`src/rtl/pipe_scroller.sv`:
```
// pipe_scroller: obstacle field owner for the game.
// Once per frame the live pipes are scrolled left one slot per cycle, pipes that
// reach the left edge are retired, and a new pipe may be spawned at the right edge
// with an LFSR-chosen gap. The bird is credited with a score pulse each time a
// pipe's trailing edge slides past the bird column. All outputs are registered and
// only move during CLEAR/SCROLL/SPAWN, so the renderer sees a stable field outside
// the short per-frame update burst.
module pipe_scroller #(
    parameter int unsigned NUM_PIPES    = 3,
    parameter int unsigned SCREEN_WIDTH = 640,
    parameter int unsigned PIPE_WIDTH   = 70,
    parameter int unsigned PIPE_SPACING = 220,
    parameter int unsigned SCROLL_STEP  = 2,
    parameter int unsigned GAP_HEIGHT   = 120,
    parameter int unsigned GAP_Y_MIN    = 60,
    parameter int unsigned BIRD_X       = 160,
    parameter logic [15:0] LFSR_SEED    = 16'hACE1
) (
    input  logic                     clk,
    input  logic                     resetn,
    input  logic                     start,
    input  logic                     collision,
    input  logic                     frame_tick,
    output logic [32*NUM_PIPES-1:0]  pipe_x_left_edge,
    output logic [32*NUM_PIPES-1:0]  pipe_y_bottom_top,
    output logic [32*NUM_PIPES-1:0]  pipe_y_gap_height,
    output logic                     running,
    output logic                     busy,
    output logic                     score_pulse
);

    // ------------------------------------------------------------------
    // Constants
    // ------------------------------------------------------------------
    localparam int unsigned IDX_W = (NUM_PIPES > 1) ? $clog2(NUM_PIPES) : 1;
    localparam logic [IDX_W-1:0] LAST_IDX = IDX_W'(NUM_PIPES - 1);

    localparam logic [2:0] S_IDLE   = 3'd0;
    localparam logic [2:0] S_CLEAR  = 3'd1;
    localparam logic [2:0] S_WAIT   = 3'd2;
    localparam logic [2:0] S_SCROLL = 3'd3;
    localparam logic [2:0] S_SPAWN  = 3'd4;
    localparam logic [2:0] S_FROZEN = 3'd5;

    localparam logic [15:0] LFSR_TAPS = 16'hB400;

    // ------------------------------------------------------------------
    // State
    // ------------------------------------------------------------------
    logic [2:0]       state_q, state_d;
    logic [IDX_W-1:0] idx_q, idx_d;
    logic [15:0]      lfsr_q, lfsr_d;
    logic [15:0]      spawn_ctr_q, spawn_ctr_d;
    logic             score_q, score_d;

    logic [9:0] x_q    [NUM_PIPES];
    logic [9:0] x_d    [NUM_PIPES];
    logic [9:0] ybot_q [NUM_PIPES];
    logic [9:0] ybot_d [NUM_PIPES];
    logic [9:0] gap_q  [NUM_PIPES];
    logic [9:0] gap_d  [NUM_PIPES];

    // ------------------------------------------------------------------
    // Derived per-slot signals
    // ------------------------------------------------------------------
    logic [NUM_PIPES-1:0] live;

    logic [9:0]       cur_x;
    logic             cur_live;
    logic [9:0]       cur_x_next;
    logic             cur_retire;
    logic             cur_score_hit;

    logic             free_found;
    logic [IDX_W-1:0] free_idx;

    logic [15:0]      lfsr_step;
    logic [15:0]      ctr_sat;
    logic [9:0]       spawn_ybot;

    // A slot is empty exactly when both y fields are zero.
    for (genvar g = 0; g < NUM_PIPES; g++) begin : g_live
        assign live[g] = (ybot_q[g] != 10'd0) || (gap_q[g] != 10'd0);
    end

    // Select the slot currently being scrolled.
    always_comb begin
        // NOTE: every variable assigned here gets a default first, so no path
        // through the block leaves it unassigned and no latch is inferred.
        cur_x    = 10'd0;
        cur_live = 1'b0;
        for (int i = 0; i < NUM_PIPES; i++) begin
            if (idx_q == IDX_W'(i)) begin
                cur_x    = x_q[i];
                cur_live = live[i];
            end
        end
    end

    // Scroll arithmetic for the selected slot; widened to 12 bits so the
    // pipe-width sums cannot wrap.
    assign cur_retire    = {2'b00, cur_x} < 12'(SCROLL_STEP);
    assign cur_x_next    = cur_x - 10'(SCROLL_STEP);
    assign cur_score_hit = (({2'b00, cur_x}      + 12'(PIPE_WIDTH)) >= 12'(BIRD_X)) &&
                           (({2'b00, cur_x_next} + 12'(PIPE_WIDTH)) <  12'(BIRD_X));

    // Find the lowest-index empty slot for a spawn.
    always_comb begin
        free_found = 1'b0;
        free_idx   = '0;
        for (int i = 0; i < NUM_PIPES; i++) begin
            if (!free_found && !live[i]) begin
                free_found = 1'b1;
                free_idx   = IDX_W'(i);
            end
        end
    end

    // Galois LFSR step, saturating spawn countdown and spawn gap position.
    assign lfsr_step  = (lfsr_q >> 1) ^ (lfsr_q[0] ? LFSR_TAPS : 16'h0000);
    assign ctr_sat    = (spawn_ctr_q > 16'(SCROLL_STEP)) ? (spawn_ctr_q - 16'(SCROLL_STEP))
                                                         : 16'd0;
    assign spawn_ybot = 10'(GAP_Y_MIN) + {3'b000, lfsr_q[6:0]};

    // ------------------------------------------------------------------
    // Next-state logic: FSM plus slot/LFSR/counter updates
    // ------------------------------------------------------------------
    always_comb begin
        state_d     = state_q;
        idx_d       = idx_q;
        lfsr_d      = lfsr_q;
        spawn_ctr_d = spawn_ctr_q;
        score_d     = 1'b0;
        x_d         = x_q;
        ybot_d      = ybot_q;
        gap_d       = gap_q;

        if (start) begin
            // start preempts whatever is in progress; no partial frame update
            // is committed because CLEAR wipes the field next anyway.
            state_d = S_CLEAR;
        end else begin
            case (state_q)
                S_CLEAR: begin
                    for (int i = 0; i < NUM_PIPES; i++) begin
                        x_d[i]    = 10'd0;
                        ybot_d[i] = 10'd0;
                        gap_d[i]  = 10'd0;
                    end
                    spawn_ctr_d = 16'd0;
                    idx_d       = '0;
                    state_d     = S_WAIT;
                end

                S_WAIT: begin
                    // collision is only looked at here, so a started frame
                    // always runs to completion.
                    if (collision) begin
                        state_d = S_FROZEN;
                    end else if (frame_tick) begin
                        state_d = S_SCROLL;
                        idx_d   = '0;
                    end
                end

                S_SCROLL: begin
                    if (idx_q == '0) begin
                        spawn_ctr_d = ctr_sat;
                    end
                    for (int i = 0; i < NUM_PIPES; i++) begin
                        if ((idx_q == IDX_W'(i)) && cur_live) begin
                            if (cur_retire) begin
                                x_d[i]    = 10'd0;
                                ybot_d[i] = 10'd0;
                                gap_d[i]  = 10'd0;
                            end else begin
                                x_d[i]  = cur_x_next;
                                score_d = cur_score_hit;
                            end
                        end
                    end
                    if (idx_q == LAST_IDX) begin
                        state_d = S_SPAWN;
                        idx_d   = '0;
                    end else begin
                        idx_d = idx_q + 1'b1;
                    end
                end

                S_SPAWN: begin
                    if (spawn_ctr_q == 16'd0) begin
                        if (free_found) begin
                            for (int i = 0; i < NUM_PIPES; i++) begin
                                if (free_idx == IDX_W'(i)) begin
                                    x_d[i]    = 10'(SCREEN_WIDTH);
                                    ybot_d[i] = spawn_ybot;
                                    gap_d[i]  = 10'(GAP_HEIGHT);
                                end
                            end
                            // The LFSR only advances when a pipe is actually placed.
                            lfsr_d = lfsr_step;
                        end
                        spawn_ctr_d = 16'(PIPE_SPACING);
                    end
                    state_d = S_WAIT;
                end

                S_IDLE, S_FROZEN: begin
                    // Held until the next start.
                end

                default: begin
                    state_d = S_IDLE;
                end
            endcase
        end
    end

    // ------------------------------------------------------------------
    // State registers
    // ------------------------------------------------------------------
    // Register all state; async reset returns the whole field to empty.
    always_ff @(posedge clk or negedge resetn) begin
        // NOTE: state is updated with non-blocking assignments so every register
        // samples the pre-edge values regardless of statement order.
        if (!resetn) begin
            state_q     <= S_IDLE;
            idx_q       <= '0;
            lfsr_q      <= LFSR_SEED;
            spawn_ctr_q <= 16'd0;
            score_q     <= 1'b0;
            // NOTE: the slot arrays are a handful of flops driving outputs, not a
            // RAM, so they are reset explicitly to present an empty field.
            for (int i = 0; i < NUM_PIPES; i++) begin
                x_q[i]    <= 10'd0;
                ybot_q[i] <= 10'd0;
                gap_q[i]  <= 10'd0;
            end
        end else begin
            state_q     <= state_d;
            idx_q       <= idx_d;
            lfsr_q      <= lfsr_d;
            spawn_ctr_q <= spawn_ctr_d;
            score_q     <= score_d;
            x_q         <= x_d;
            ybot_q      <= ybot_d;
            gap_q       <= gap_d;
        end
    end

    // ------------------------------------------------------------------
    // Outputs
    // ------------------------------------------------------------------
    for (genvar g = 0; g < NUM_PIPES; g++) begin : g_out
        assign pipe_x_left_edge[32*g +: 32]  = {22'd0, x_q[g]};
        assign pipe_y_bottom_top[32*g +: 32] = {22'd0, ybot_q[g]};
        assign pipe_y_gap_height[32*g +: 32] = {22'd0, gap_q[g]};
    end

    assign running     = (state_q == S_WAIT) || (state_q == S_SCROLL) || (state_q == S_SPAWN);
    assign busy        = (state_q == S_SCROLL) || (state_q == S_SPAWN);
    assign score_pulse = score_q;

endmodule

```
`config.mk`:
```
export PLATFORM = sky130hd
export DESIGN_NAME = pipe_scroller
export DESIGN_NICKNAME = d
export VERILOG_FILES = /design/src/rtl/pipe_scroller.sv
export SDC_FILE = /design/constraint.sdc
export NUM_CORES = 1
export LEC_CHECK = 0
export ABC_CLOCK_PERIOD_IN_PS = 7300
export BUFFER_PORTS_ARGS = -buffer_cell sky130_fd_sc_hd__buf_2
export CAP_MARGIN = 20
export CORE_UTILIZATION = 50
export CTS_CLUSTER_DIAMETER = 50
export DETAILED_ROUTE_END_ITERATION = 8
export GPL_TIMING_DRIVEN = 0
export PLACE_DENSITY = 0.85
export SLEW_MARGIN = 20
export SYNTH_ARGS = -nofsm -noshare
export SYNTH_HDL_FRONTEND = slang
export SYNTH_SLANG_ARGS = --single-unit
```
`constraint.sdc`:
```
create_clock -name clk -period 7.3 [get_ports clk]
set_input_delay 1.095 -clock clk [delete_from_list [all_inputs] [get_ports clk]]
set_output_delay 1.095 -clock clk [all_outputs]
set_load 0.05 [all_outputs]
```
==> reports/metrics.yaml, run 1 <==
drt-met1-wl_mm: 5.757
drt-pass1-iter-count: 4
setup_tns_ns: 0
hpwl_mm: 11.06
routed.top_layer: "met5"
crit_fanout: 8
fmaxAchievable_ghz: 0.3018
gr-total-overflow: 0
row_count: 41
maxCapViolCount: 0
cts_tree: "done"
synth.avg_cell_area_um2: 9.622
cts_sinks: 94
synth_edf_count: 0
wl_met3_mm: 1.019
port_buffers: 73
layout_common_cells: "buf_4, conb_1, dfrtp_1"
hold_viol: 0
slew_violations: 0
track_usage_pct: 20.84
via_per_inst: 4.339
core_um2: 12720
antenna_left: 0
status: "finished, final reports clean"
grt_antenna_before_repair: 1
worstSetupPathType: "register to register"
end_kind: "register"
post_cts_buffers: 0
tightest_slew_ns: 0.6992
finalCritPeriodShare_pct: 45.39
clock_latency_ns: 0.35
grt_pass1_wl_mm: 21.96
wl_per_cell_um: 12.36
syn-instance-count: 682
yosysTopAreaCellShare_pct: 32.79
drtIter0Drc: 258
synth_area_leaders: "dfrtp_1, buf_4, mux2_2"
syn_to_final_growth_pct: 26.71
ctsHoldBuffers: 0
fin_skew_ns: 0.009760
ys.flop_type: "dfrtp_1"
io_pins: 296
drive_gt1_share_pct: 42.40
powerDensity_nw_per_um2: 336.3
cp-start-kind: "register"
nFillCells: 1050
htree_levels: 3
synth_top_area_cell: "dfrtp_1"
period_minus_slack_ns: 3.313
yosysSeqAreaShare_pct: 36.00
synthArstFlopShare_pct: 100.0
place_congestion: 0.9264
clkSlewWorstSetupHoldPaths_ns: 0.07
fin_ws_ns: 3.987
slew_headroom_pct: 52.96
cp_data_required_time_ns: 7.54
start_util_pct: 51.58
drc_errors: 0
root_buffer: "clkbuf_16"
cts_buffers: 9
ff2ff_path_depth: 10
totalWireLength_mm: 14.41
hold_path.class: "register to register"
cts_max_path_buffers: 2
die_w_um: 116.6
vias: 5059
setup_viol: 0
cts-resized-gates: 0
rsz0062_at_grt: "false"
grt_max_degree: 71
die_y_um: 116.6
dpl_worst_slack_ns: 4.021
dieArea_um2: 13590
synth.distinct_cells: 61
nets: 996
layout_commonest_cell: "buf_4"
route.met2.wl_mm: 7.371
grt_pass1_vias: 4341
yosysWarnings: 0
ir_worst_vdd_uv: 164.8
arrival_ns: 3.55
synth-seq-cells: 94
leakagePower_uw: 0.004809
whs_path_depth: 2
syn_area_um2: 6563
[final cells by class]
class                      instances  area, µm²  share of cell area, %
multi-input combinational        549       3154                  37.93
sequential                        94       2362                  28.41
buffer                           252       1846                  22.19
timing repair buffer              74      399.1                  4.800
clock buffer                      11      242.7                  2.919
tap                              172      215.2                  2.588
clock inverter                     5      63.81                 0.7674
inverter                           8      30.03                 0.3611
antenna                            1      2.502                0.03009
[metrics by stage]
step                util (%)  hold WS [ns]  total power [µW]  instance area (µm²)  cells
global placement       62.67        0.4703              2249                 7973   1148
finish                 65.36        0.4856              2796                 8315   1166
CTS                    65.34        0.4867              2777                 8313   1165
floorplan                  -        0.4460              2012                 7392    903
global route           65.34        0.5181              2964                 8313   1165
detailed placement     62.93        0.4764              2285                 8006   1149
[worst paths after layout]
path,start,end,slack [ns]
max,idx_q[0],score_pulse,3.99
min reg2reg,lfsr_q[10],lfsr_q[10],0.49
max in group asynchronous,resetn,lfsr_q[15],6.04
min in group asynchronous,resetn,pipe_x_left_edge[32],0.60
min,lfsr_q[10],lfsr_q[10],0.49
max reg2reg,idx_q[0],score_pulse,3.99
[routing by layer]
layer  GRT usage (%)  up-vias
li1                -     2491
met2           36.57      226
met1           25.94     2319
met5               0        -
met4           7.426        2
met3           3.373       21
[where the power goes]
part	total, µW	leakage [µW]	internal [µW]	switching (µW)
registers	718	0.00126	624	94.7
logic	1590	0.00340	489	1110
clock network	484	0.000147	278	206
total	2800	0.00481	1390	1410
[flip-flops by register name (all words and copies together) (netlist names)]
register           flops
pipe_x_left_edge      30
pipe_y_bottom_top     24
lfsr_q                16
spawn_ctr_q           15
pipe_y_gap_height      3
state_q                3
idx_q                  2
score_pulse            1
[cells by family (layout without fill, tap and decap cells)]
kind of cell / count (synthesis) / after routing / synth area share [%]
buffers and inverters: 260 / 350 / 28.58
and+or+nand+nor: 141 / 141 / 10.51
DFF: 94 / 94 / 36.00
AOI/OAI and AO/OA: 93 / 93 / 9.495
muxes: 79 / 79 / 13.33
xor gates and xnor gates: 11 / 11 / 1.468
adders and majority gates: 3 / 3 / 0.5720
other: 1 / 223 / 0.05714
[critical path, cell delays in order (launching register included)]
cell and delay [ns]:
dfrtp_1 0.32, buf_4 0.19, mux2_2 0.36, a22oi_1 0.46, ha_1 0.36, o211ai_1 0.23, nor2_1 0.15, nand3_1 0.10
xor2_1 0.21, or4b_1 0.49, a2111oi_2 0.34
[synth_stat cells, drive strengths merged (3+ instances only)]
master,instances
a211oi,3
a21oi,17
a22oi,4
a31oi,4
and2,5
and3,3
buf,244
clkbuf,8
dfrtp,86
dfstp,8
ha,3
inv,8
mux2,67
mux2i,12
nand2,35
nand2b,4
nand3,8
nor2,48
nor2b,6
nor3,12
nor4,6
o21ai,35
o2bb2ai,6
o31ai,4
o41ai,3
or3,5
or4,3
xnor2,8
xor2,3
No activity file was read; power rests on OpenSTA's default activity.
==> run 2: changes to the inputs <==
--- a/config.mk
+++ b/config.mk
@@ -5,14 +5,14 @@
 export SDC_FILE = /design/constraint.sdc
 export NUM_CORES = 1
 export LEC_CHECK = 0
-export ABC_CLOCK_PERIOD_IN_PS = 7300
+export ABC_CLOCK_PERIOD_IN_PS = 2700
 export BUFFER_PORTS_ARGS = -buffer_cell sky130_fd_sc_hd__buf_2
 export CAP_MARGIN = 20
-export CORE_UTILIZATION = 50
+export CORE_UTILIZATION = 44
 export CTS_CLUSTER_DIAMETER = 50
 export DETAILED_ROUTE_END_ITERATION = 8
 export GPL_TIMING_DRIVEN = 0
-export PLACE_DENSITY = 0.85
+export PLACE_DENSITY = 0.8
 export SLEW_MARGIN = 20
 export SYNTH_ARGS = -nofsm -noshare
 export SYNTH_HDL_FRONTEND = slang
==> constraint.sdc (replaced) <==
create_clock -name clk -period 2.7 [get_ports clk]
set_input_delay 0.405 -clock clk [delete_from_list [all_inputs] [get_ports clk]]
set_output_delay 0.405 -clock clk [all_outputs]
set_load 0.05 [all_outputs]
==> reports/metrics.yaml, run 2 (synthesis gave the netlist of run 1 again) <==
leakagePower_uw: 0.005025  # +4.5%
cts_buffers: 9  # unchanged
diodes: 0  # -1
clkPwrFrac_pct: 15.9  # -1.4 points
die_y_um: 124.1  # +6.5%
via_per_inst: 4.415  # +1.8%
hold_viol: 0  # unchanged
clkSlewWorstSetupHoldPaths_ns: 0.07  # about the same
cts_sinks: 94  # unchanged
worstSetupPathType: "register to register"
hold_path.class: "primary input to register"
antenna_left: 0  # unchanged
cp_data_required_time_ns: 2.95  # -4.59 ns
io_pins: 296  # unchanged
route.met2.wl_mm: 8.048  # +9.2%
wl_met3_mm: 1.400  # +37%
gr-total-overflow: 0  # unchanged
arrival_ns: 3.01  # -0.54 ns
cp-start-kind: "register"
fin_skew_ns: 0.007338  # -0.002422 ns
cts_tree: "done"
dieArea_um2: 15410  # +13%
drt-met1-wl_mm: 6.196  # +7.6%
cts_max_path_buffers: 2  # unchanged
layout_commonest_cell: "buf_4"
routed.top_layer: "met5"
slowest_stage: "or4b_4"
syn_to_final_growth_pct: 34.59
drive_gt1_share_pct: 47.73  # +5.3 points
die_w_um: 124.1  # +6.5%
slowest_delay_ns: 0.51  # +0.02 ns
vias: 5289  # +4.5%
p_sw_share_pct: 50.38  # +0.12 points
fin_ws_ns: -0.06876  # -4.055 ns
wl_per_cell_um: 13.43  # +8.7%
clock_latency_ns: 0.35  # about the same
rsz0062_at_grt: "true"
powerDensity_nw_per_um2: 959.7  # +190%
grt_pass1_wl_mm: 22.63  # +3.0%
comb_power_share_pct: 60.7  # +3.7 points
grt_max_degree: 67  # -5.6%
grt_antenna_before_repair: 1  # unchanged
internal-power_uw: 4206  # +200%
critPathBufInv: 3  # +2
row_count: 44  # +7.3%
start_util_pct: 45.15  # -6.4 points
failed_checks: "setup timing"
drtIter0Drc: 395  # +53%
port_buffers: 73  # unchanged
root_buffer: "clkbuf_16"
finalCritPeriodShare_pct: 102.5  # +57 points
ir_worst_vdd_uv: 414.9  # +150%
crit_family: "compound AO/OA/AOI/OAI gates"
final_util_pct: 60.77  # -4.6 points
crit_chain: "buf_6, buf_12, mux2i_2, o21ai_2, inv_2, ha_4, o211ai_1, nand2_1, a221o_1, or4b_4, a2111oi_4"
end_kind: "register"
fmaxAchievable_ghz: 0.3612  # +20%
p_switching_uw: 4270  # +200%
hpwl_mm: 11.29  # +2.1%
htree_levels: 3  # unchanged
slew_headroom_pct: 47.48  # -5.5 points
tightest_slew_ns: 0.7878  # +0.08857 ns
status: "finished, violations left"
slew_violations: 0  # unchanged
nets: 1017  # +2.1%
p_total_uw: 8477  # +200%
period_minus_slack_ns: 2.769  # -0.5447 ns
place_congestion: 0.9234  # -0.32%
drt-pass1-iter-count: 8  # +4
core_um2: 14530  # +14%
maxCapViolCount: 0  # unchanged
crit_fanout: 10  # +2
track_usage_pct: 19.03  # -1.8 points
largest_reg_flops: 30  # unchanged
totalWireLength_mm: 16.09  # +12%
grt_pass1_vias: 4410  # +1.6%
layout_common_cells: "buf_4, conb_1, dfrtp_1"
drc_errors: 0  # unchanged
setup_viol: 23  # +23
power_frac_seq_pct: 23.4  # -2.3 points
run 2: path summary, 6_finish.rpt:
| kind | endpoint | slack, ns | depth (start not counted) | start |
|---|---|---|---|---|
| min reg2reg | lfsr_q[10] | 0.48 | 2 | lfsr_q[10] |
| max reg2reg | score_pulse | -0.07 | 11 | idx_q[0] |
| min in group asynchronous | pipe_x_left_edge[6] | 0.53 | 2 | resetn |
| max | score_pulse | -0.07 | 11 | idx_q[0] |
| min | state_q[0] | 0.33 | 3 | frame_tick |
| max in group asynchronous | lfsr_q[10] | 1.51 | 3 | resetn |
run 2: power by group through the flow:
stage	registers, µW	logic, µW	clock network (µW)
finish	1980	5150	1350
global route	2010	5460	1420
CTS	1950	4610	1350
detailed placement	1970	4280	0
global placement	1960	4250	0
floorplan	2570	2930	0
run 2: timing repair:
action	CTS	global route
buffers inserted	9	10
hold buffers	1	0
endpoints found under the hold margin	28	0
gates cloned	0	1
resized for setup	28	55
setup endpoints to repair	70	75
pin swaps	7	8
run 2: worst min-delay path, stage by stage:
cell	delay (ns)
buf_2	0.09
o21ai_0	0.07
nand3b_1	0.07
run 2: layout make-up:
cell class              count  area, µm²
fillers                  1245       5702
multi-input cells         549       3420
flip-flops and latches     94       2369
plain buffers             252       1908
repair buffers             95      566.8
well taps                 184      230.2
clock buffers               9      225.2
clock inverters             7      83.83
inverters                   8      30.03
run 2: per-stage QoR:
| step | area (µm²) | worst slack (ns) | hold WS (ns) | instances | setup TNS, ns |
|---|---|---|---|---|---|
| global placement | 8025 | -0.5023 | 0.4723 | 1160 | -15.18 |
| finish | 8832 | -0.06876 | 0.3270 | 1198 | -0.4158 |
| global route | 8832 | -0.1558 | 0.3331 | 1198 | -2.754 |
| floorplan | 7430 | 0.07437 | 0.1094 | 903 | 0 |
| detailed placement | 8059 | -0.5210 | 0.3021 | 1161 | -15.81 |
| CTS | 8553 | -0.002109 | 0.3251 | 1187 | -0.002109 |
run 2: per-layer routing:
metal	GRT usage [%]	vias up
met3	4.075	48
met2	32.42	290
li1	-	2525
met1	23.13	2424
met5	0	-
met4	8.110	2
==> run 3: changes to the inputs <==
--- a/config.mk
+++ b/config.mk
@@ -9,6 +9,7 @@
 export BUFFER_PORTS_ARGS = -buffer_cell sky130_fd_sc_hd__buf_2
 export CAP_MARGIN = 20
 export CORE_UTILIZATION = 44
+export CTS_BUF_LIST = sky130_fd_sc_hd__clkbuf_4 sky130_fd_sc_hd__clkbuf_8 sky130_fd_sc_hd__clkbuf_16
 export CTS_CLUSTER_DIAMETER = 50
 export DETAILED_ROUTE_END_ITERATION = 8
 export GPL_TIMING_DRIVEN = 0
@@ -17,3 +18,4 @@
 export SYNTH_ARGS = -nofsm -noshare
 export SYNTH_HDL_FRONTEND = slang
 export SYNTH_SLANG_ARGS = --single-unit
+export TNS_END_PERCENT = 10
==> reports/metrics.yaml, run 3 (synthesis gave the netlist of run 1 again) <==
status: "finished, violations left"
failed_checks: "setup timing"
regToRegEndpoint: "score_pulse"
end_kind: "register"
p_sw_share_pct: 50.03  # -0.35 points
nets: 1003  # -1.4%
power_frac_seq_pct: 24.4  # +1.0 points
whs_endpoint: "state_q[1]"
powerDensity_nw_per_um2: 939.2  # -2.1%
start_util_pct: 45.15  # unchanged
drtIter0Drc: 291  # -26%
nFillCells: 1279  # +2.7%
diodes: 0  # unchanged
r2r_slack_ns: -0.09  # -0.02 ns
hp-start: "start"
layout_common_cells: "buf_4, conb_1, dfrtp_1"
core_um2: 14530  # unchanged
cts_tree: "done"
period_minus_slack_ns: 2.787  # +0.01775 ns
fin_skew_ns: 0.008312  # +0.0009741 ns
vias: 5056  # -4.4%
dpl_cell_area_um2: 8059  # unchanged
track_usage_pct: 18.74  # -0.30 points
place_congestion: 0.9234  # unchanged
cts_sinks: 94  # unchanged
ir_worst_vdd_uv: 436.6  # +5.2%
antenna_left: 0  # unchanged
crit_path_start: "idx_q[0]"
finalCritPeriodShare_pct: 103.2  # +0.66 points
die_y_um: 124.1  # unchanged
htree_levels: 3  # unchanged
via_per_inst: 4.270  # -3.3%
clock_latency_ns: 0.35  # about the same
syn_to_final_growth_pct: 31.36
clkSlewWorstSetupHoldPaths_ns: 0.07  # about the same
fin_area_um2: 8621  # -2.4%
hold_path.class: "primary input to register"
worstSetupPathType: "register to register"
layout_commonest_cell: "buf_4"
slew_violations: 0  # unchanged
row_count: 44  # unchanged
ff2ff_path_depth: 11  # unchanged
rsz0062_at_grt: "true"
internal-power_uw: 4046  # -3.8%
setup_tns_ns: -0.5231  # -0.1073 ns
arrival_ns: 3.03  # +0.02 ns
grt_pass1_wl_mm: 22.23  # -1.7%
p_switching_uw: 4051  # -5.1%
cts_buffers: 9  # unchanged
wl_per_cell_um: 12.72  # -5.3%
drive_gt1_share_pct: 45.70  # -2.0 points
cp-start-kind: "register"
die_w_um: 124.1  # unchanged
grt_pass1_vias: 4308  # -2.3%
slew_headroom_pct: 44.51  # -3.0 points
drt-pass1-iter-count: 6  # -2
reg2reg_from: "idx_q[0]"
drc_errors: 0  # unchanged
cp_data_required_time_ns: 2.94  # about the same
dieArea_um2: 15410  # unchanged
grt_antenna_before_repair: 1  # unchanged
fin_ws_ns: -0.08651  # -0.01775 ns
totalWireLength_mm: 15.06  # -6.4%
leakagePower_uw: 0.004908  # -2.3%
gr-total-overflow: 0  # unchanged
comb_power_share_pct: 59.0  # -1.7 points
io_pins: 296  # unchanged
setup_viol: 12  # -48%
hold_viol: 0  # unchanged
tightest_slew_ns: 0.8323  # +0.04454 ns
clkPwrFrac_pct: 16.6  # +0.7 points
fmaxAchievable_ghz: 0.3589  # -0.64%
root_buffer: "clkbuf_16"
hpwl_mm: 11.29  # unchanged
whs_path_depth: 2  # -1
final_util_pct: 59.31  # -1.5 points
grt_max_degree: 67  # unchanged
maxCapViolCount: 0  # unchanged
crit_fanout: 10  # unchanged
cts_max_path_buffers: 2  # unchanged
largest_reg_flops: 30  # unchanged
port_buffers: 73  # unchanged
-- run 3: cell types whose count changed in the layout (fill, tap and decap cells not counted), sizes merged --
cell,delta
buf,-13
clkbuf,-1
-- run 3: through the flow --
stage                     total power [µW]  hold slack, ns  instances  worst slack [ns]
after CTS                             7770          0.3251       1182          -0.09612
after global placement                6207          0.4723       1160           -0.5023
final                                 8097          0.3308       1184          -0.08651
after global routing                  8520          0.3350       1184           -0.1923
after detailed placement              6254          0.3021       1161           -0.5210
after floorplan                       5496          0.1094        903           0.07437
-- run 3: final cells by class --
type	count	area [µm²]	share of cell area, %
plain buffers	252	1906	22.10
clock buffers	9	225.2	2.612
clock inverters	7	83.83	0.9724
inverters	8	30.03	0.3483
multi-input cells	549	3323	38.55
flip-flops and latches	94	2369	27.47
well taps	184	230.2	2.671
repair buffers	81	454.2	5.269
-- run 3: layer usage --
| layer | share of wire [%] | wire length [µm] | GRT usage (%) |
|---|---|---|---|
| met5 | 0.10 | 15 | 0 |
| met4 | 2.3 | 344 | 7.366 |
| met3 | 7.6 | 1140 | 3.984 |
| met2 | 50 | 7535 | 31.98 |
| met1 | 40 | 6026 | 22.98 |
-- run 3: critical path: stages, from the launching register on --
cell       delay [ns]
dfrtp_1          0.37
buf_6            0.16
buf_12           0.16
mux2i_4          0.18
o21ai_2          0.16
inv_2            0.09
ha_4             0.19
o211ai_1         0.17
nand2_1          0.09
a221o_1          0.36
or4b_4           0.55
a2111oi_4        0.20
-- run 3: worst max path at each step --
stage	slack [ns]	endpoint	cells past startpoint
after floorplan	0.07	score_pulse	9
after global placement	-0.50	pipe_y_bottom_top[69]	11
after detailed placement	-0.52	pipe_y_bottom_top[71]	11
after CTS	-0.1	score_pulse	11
after global routing	-0.19	score_pulse	11
final	-0.09	score_pulse	11
-- run 3: power groups by stage --
| stage | clock network (µW) | logic [µW] | registers [µW] |
|---|---|---|---|
| 5_1_grt | 1420 | 5100 | 2010 |
| 3_5_place_dp | 0 | 4280 | 1970 |
| 3_3_place_gp | 0 | 4250 | 1960 |
| 2_1_floorplan | 0 | 2930 | 2570 |
| 6_report | 1340 | 4780 | 1980 |
| 4_1_cts | 1350 | 4470 | 1950 |
-- run 3: what timing repair did --
action                                  4_1_cts  5_1_grt
hold buffers                                  1        0
gates resized for setup                      22       36
pin swaps                                     5        3
endpoints found under the hold margin        28        0
endpoints found under the setup margin       70       75
setup buffers                                 4        2
